$ cat src/rtl/scratch_ram_pkg.sv
// rtl/scratch_ram_pkg.sv - shared Scratch RAM widths and reader FSM state encoding
package scratch_ram_pkg;

    localparam int SCR_ADDR_W = 8;
    localparam int SCR_DATA_W = 10;

    typedef enum logic [1:0] {
        ST_IDLE = 2'd0,
        ST_READ = 2'd1,
        ST_FIN  = 2'd2
    } state_t;

endpackage

$ cat src/rtl/scratch_ram_reader.sv
// rtl/scratch_ram_reader.sv - sweeps Scratch RAM, checks mem[a]==a, counts mismatches (option: SCR_RD_CHKSUM_EN)
module scratch_ram_reader
    import scratch_ram_pkg::*;
#(
    parameter int ADDR_W = SCR_ADDR_W,
    parameter int DATA_W = SCR_DATA_W
) (
    input  logic              clk,
    input  logic              rst_n,
    input  logic              start,
    input  logic [ADDR_W-1:0] start_addr,
    input  logic [ADDR_W-1:0] end_addr,
    input  logic [DATA_W-1:0] data_out,
    output logic [ADDR_W-1:0] scr_addr,
    output logic              scr_we,
    output logic              busy,
    output logic              done,
    output logic [ADDR_W:0]   err_cnt,
    output logic              first_err_valid,
    output logic [ADDR_W-1:0] first_err_addr
`ifdef SCR_RD_CHKSUM_EN
    ,
    output logic [15:0]       chksum
`endif
);

    state_t            state;
    state_t            state_nxt;
    logic [ADDR_W-1:0] end_q;
    logic [DATA_W-1:0] exp_word;
    logic              accept;
    logic              at_end;
    logic              mismatch;

    // The reader never writes the RAM
    assign scr_we   = 1'b0;

    assign accept   = (state == ST_IDLE) && start;
    assign at_end   = (scr_addr == end_q);
    assign exp_word = DATA_W'(scr_addr);
    assign mismatch = (data_out != exp_word);

    // State register
    always_ff @(posedge clk or negedge rst_n) begin
        if (!rst_n) begin
            state <= ST_IDLE;
        end else begin
            state <= state_nxt;
        end
    end

    // Next-state: START only matters in IDLE; FIN always lasts one cycle
    always_comb begin
        state_nxt = state;
        case (state)
            ST_IDLE: if (start)  state_nxt = ST_READ;
            ST_READ: if (at_end) state_nxt = ST_FIN;
            ST_FIN:              state_nxt = ST_IDLE;
            default:             state_nxt = ST_IDLE;
        endcase
    end

    // Status outputs decoded from state
    always_comb begin
        busy = (state == ST_READ);
        done = (state == ST_FIN);
    end

    // Address walk and mismatch bookkeeping; results hold until next accepted START
    always_ff @(posedge clk or negedge rst_n) begin
        if (!rst_n) begin
            scr_addr        <= '0;
            end_q           <= '0;
            err_cnt         <= '0;
            first_err_valid <= 1'b0;
            first_err_addr  <= '0;
        end else if (accept) begin
            scr_addr        <= start_addr;
            end_q           <= end_addr;
            err_cnt         <= '0;
            first_err_valid <= 1'b0;
            first_err_addr  <= '0;
        end else if (state == ST_READ) begin
            if (mismatch) begin
                err_cnt <= err_cnt + {{ADDR_W{1'b0}}, 1'b1};
                if (!first_err_valid) begin
                    first_err_valid <= 1'b1;
                    first_err_addr  <= scr_addr;
                end
            end
            if (!at_end) begin
                scr_addr <= scr_addr + {{(ADDR_W-1){1'b0}}, 1'b1};
            end
        end
    end

`ifdef SCR_RD_CHKSUM_EN
    // Running 16-bit sum of every word read during the sweep
    always_ff @(posedge clk or negedge rst_n) begin
        if (!rst_n) begin
            chksum <= '0;
        end else if (accept) begin
            chksum <= '0;
        end else if (state == ST_READ) begin
            chksum <= chksum + 16'(data_out);
        end
    end
`endif

endmodule

$ cat config.mk
export PLATFORM = sky130hd
export DESIGN_NAME = scratch_ram_reader
export DESIGN_NICKNAME = d
export VERILOG_FILES = /design/src/rtl/scratch_ram_pkg.sv /design/src/rtl/scratch_ram_reader.sv
export SDC_FILE = /design/constraint.sdc
export NUM_CORES = 1
export LEC_CHECK = 0
export BUFFER_PORTS_ARGS = -buffer_cell sky130_fd_sc_hd__buf_2
export CORE_MARGIN = 5
export CORE_UTILIZATION = 49
export CTS_CLUSTER_DIAMETER = 150
export DETAILED_ROUTE_END_ITERATION = 7
export GPL_TIMING_DRIVEN = 1
export HOLD_SLACK_MARGIN = 0.05
export PLACE_DENSITY_LB_ADDON = 0.15
export SKIP_CTS_REPAIR_TIMING = 1
export SLEW_MARGIN = 20
export SYNTH_ARGS = -nofsm -noshare
export SYNTH_HDL_FRONTEND = slang
export SYNTH_SLANG_ARGS = --single-unit
export TNS_END_PERCENT = 20
$ cat constraint.sdc
create_clock -name clk -period 3.4 [get_ports clk]
set_clock_uncertainty 0.2 [all_clocks]
set_input_delay 0.17 -clock clk [delete_from_list [all_inputs] [get_ports clk]]
set_output_delay 0.17 -clock clk [all_outputs]
set_load 0.1 [all_outputs]
==> results.toml <==
[finish]
final_cells = 312
final_layout_size_suffix_gt1_share_pct = 29.0
final_nets = 293
diodes = 0
seqCellArea_um2 = 901
fin_area_um2 = 2470
fillCellCount = 328
postLayoutCoreUtil_pct = 62.6
multi_input_comb_area_um2 = 963
area_growth_pct = 24.7

[floorplan]
fp.dieW_um = 73.5
die_y_um = 73.5
rows = 23
core_area_um2 = 3940
boundaryPins = 58
dieArea_um2 = 5410
initial_core_util_pct = 50.2

[timing]
fmax_mhz = 430
worst_slew_pin_slew_ns = 0.798
finalMaxSlewViolations = 0
setup_viol = 0
slew_headroom_pct = 46.7
fin_crit_ns = 2.32
hold_viol = 0
finalCritPeriodShare_pct = 68.3
setup_tns_ns = 0
rsz0062_at_grt = "false"

[worst_setup_path]
worstSetupStartpointType = "register"
crit_fanout = 19
critPathKind = "register to register"
worst_ep_required_time_ns = 3.37
reg2regPathDepth = 5
worstPathArrival_ns = 2.30
critPathCaptureType = "register"

[route]
dr_total_vias = 1608
drc_errors = 0
drt-initial-drc-count = 85
wl_per_cell_um = 14.0
antenna_left = 0
dr.pass1.iters = 4
routed_via_density = 5.15
finalWirelength_um = 4360

[min_path]
min_path_cells = 5
min_path_type = "primary input to register"

[place]
place_congestion = 0.785
dp_cells = 288
place_area_um2 = 2220
io_buffer_count = 56
dp_hpwl_um = 3100

[synthesis]
synthArstFlopShare_pct = 100
synth_seq_cells = 36
synth_edf_count = 0
yosys_warnings = 0
avgSynthCellArea_um2 = 10.2
synthCells = 194
syn_nets = 225
synth_flop_cell = "dfrtp_1"
synth_area_um2 = 1980
seq_area_frac_synth_pct = 45.5
synth_cell_types = 47

[clock_network]
clkSinkCount = 36
clk_pin_slew_worst_paths_ns = 0.06
root_buffer = "clkbuf_8"
clock_latency_ns = 0.29
cts_made_buffers = 5
clock_path_buffers = 2
tritoncts = "yes"
h-tree-depth = 2

[status]
status = "finished, final reports clean"

[job]
drv_cap = 0

[global_route]
antenna_found_initial = 0
grt_pass1_vias = 1409
grt_use_total_pct = 17.3
gr-total-overflow = 0
grt_pass1_wl_um = 7010
grt_max_degree = 37
==> per-layer routing <==
| metal | global-route usage, % | routed length (µm) | vias up |
|---|---|---|---|
| met5 | 0 | 0 | - |
| met4 | 6.44 | 82 | 0 |
| met3 | 6.16 | 295 | 11 |
| met2 | 24.3 | 2020 | 45 |
| met1 | 24.5 | 1970 | 739 |
| li1 | - | - | 813 |
==> path summary, 6_finish.rpt <==
path	startpoint	endpoint	slack, ns
worst max register to register	scr_addr[2]$_DFFE_PN0P_	first_err_addr[0]$_DFFE_PN0P_	1.08
worst max-delay path	scr_addr[2]$_DFFE_PN0P_	first_err_addr[0]$_DFFE_PN0P_	1.08
worst min-delay path	data_out[8]	first_err_valid$_DFFE_PN0P_	0.21
max in group asynchronous	rst_n	end_q[1]$_DFFE_PN0P_	2.18
min in group asynchronous	rst_n	err_cnt[5]$_DFFE_PN0P_	0.31
worst min register to register	first_err_addr[2]$_DFFE_PN0P_	first_err_addr[2]$_DFFE_PN0P_	0.29
==> cell families after synthesis <==
group                      count (synthesis)  synth area share (%)
xor gates and xnor gates                  20                  10.9
buffers and inverters                     15                  5.76
other                                      1                 0.190
and+or+nand+nor                           82                  20.4
DFF                                       36                  45.5
adders and majority gates                  2                  1.26
muxes                                      3                  1.52
AOI/OAI and AO/OA                         35                  14.4
==> state kept, by name (all words and copies together) (netlist names) <==
name             cells
first_err_addr       8
end_q                8
err_cnt              9
state                2
scr_addr             8
first_err_valid      1
==> cell usage after synthesis (3+ instances only) <==
cell	number	area share, %
xnor2_2	3	2.5
nand3_1	8	2.0
a31oi_1	3	0.95
a211o_1	3	1.3
inv_1	3	0.57
o21ai_0	9	2.3
nor2_1	10	1.9
dfrtp_1	36	46
buf_6	7	4.0
mux2i_1	3	1.5
nand2_1	42	8.0
or3_1	3	0.95
xnor2_1	14	6.2
a22o_1	6	2.7
==> worst max-delay path, stage by stage, from the launching register on <==
cell	delay, ns
dfrtp_1	0.61
xnor2_4	0.17
nand2_1	0.12
o31ai_4	0.69
nor2_4	0.13
a32o_2	0.30
==> layout make-up <==
cell class                      instances  area share [%]
Tap cell                               50            2.54
Inverter                                3           0.457
Clock inverter                          1           0.203
Multi-Input combinational cell        143            39.1
Clock buffer                            6            2.94
Timing Repair Buffer                   73            18.3
Sequential cell                        36            36.5
==> per-stage QoR <==
stage          hold slack, ns  worst slack (ns)
4_1_cts                -0.216              1.02
3_5_place_dp            0.105              1.03
5_1_grt                 0.242             0.893
2_1_floorplan          -0.326             0.860
6_report                0.207              1.08
3_3_place_gp            0.105              1.10
==> placed cells by master, fill, tap and decap left out, types with 5 or more instances in the layout <==
master	synthesis	routed
a22o_1	6	6
buf_2	1	56
clkbuf_8	0	5
dfrtp_1	36	36
dlygate4sd3_1	0	17
nand2_1	42	42
nand3_1	8	8
nor2_1	10	10
o21ai_0	9	9
xnor2_1	14	14
Power is not shown: default switching activity piles up to over one toggle a cycle in this logic, so the estimate is an artifact.
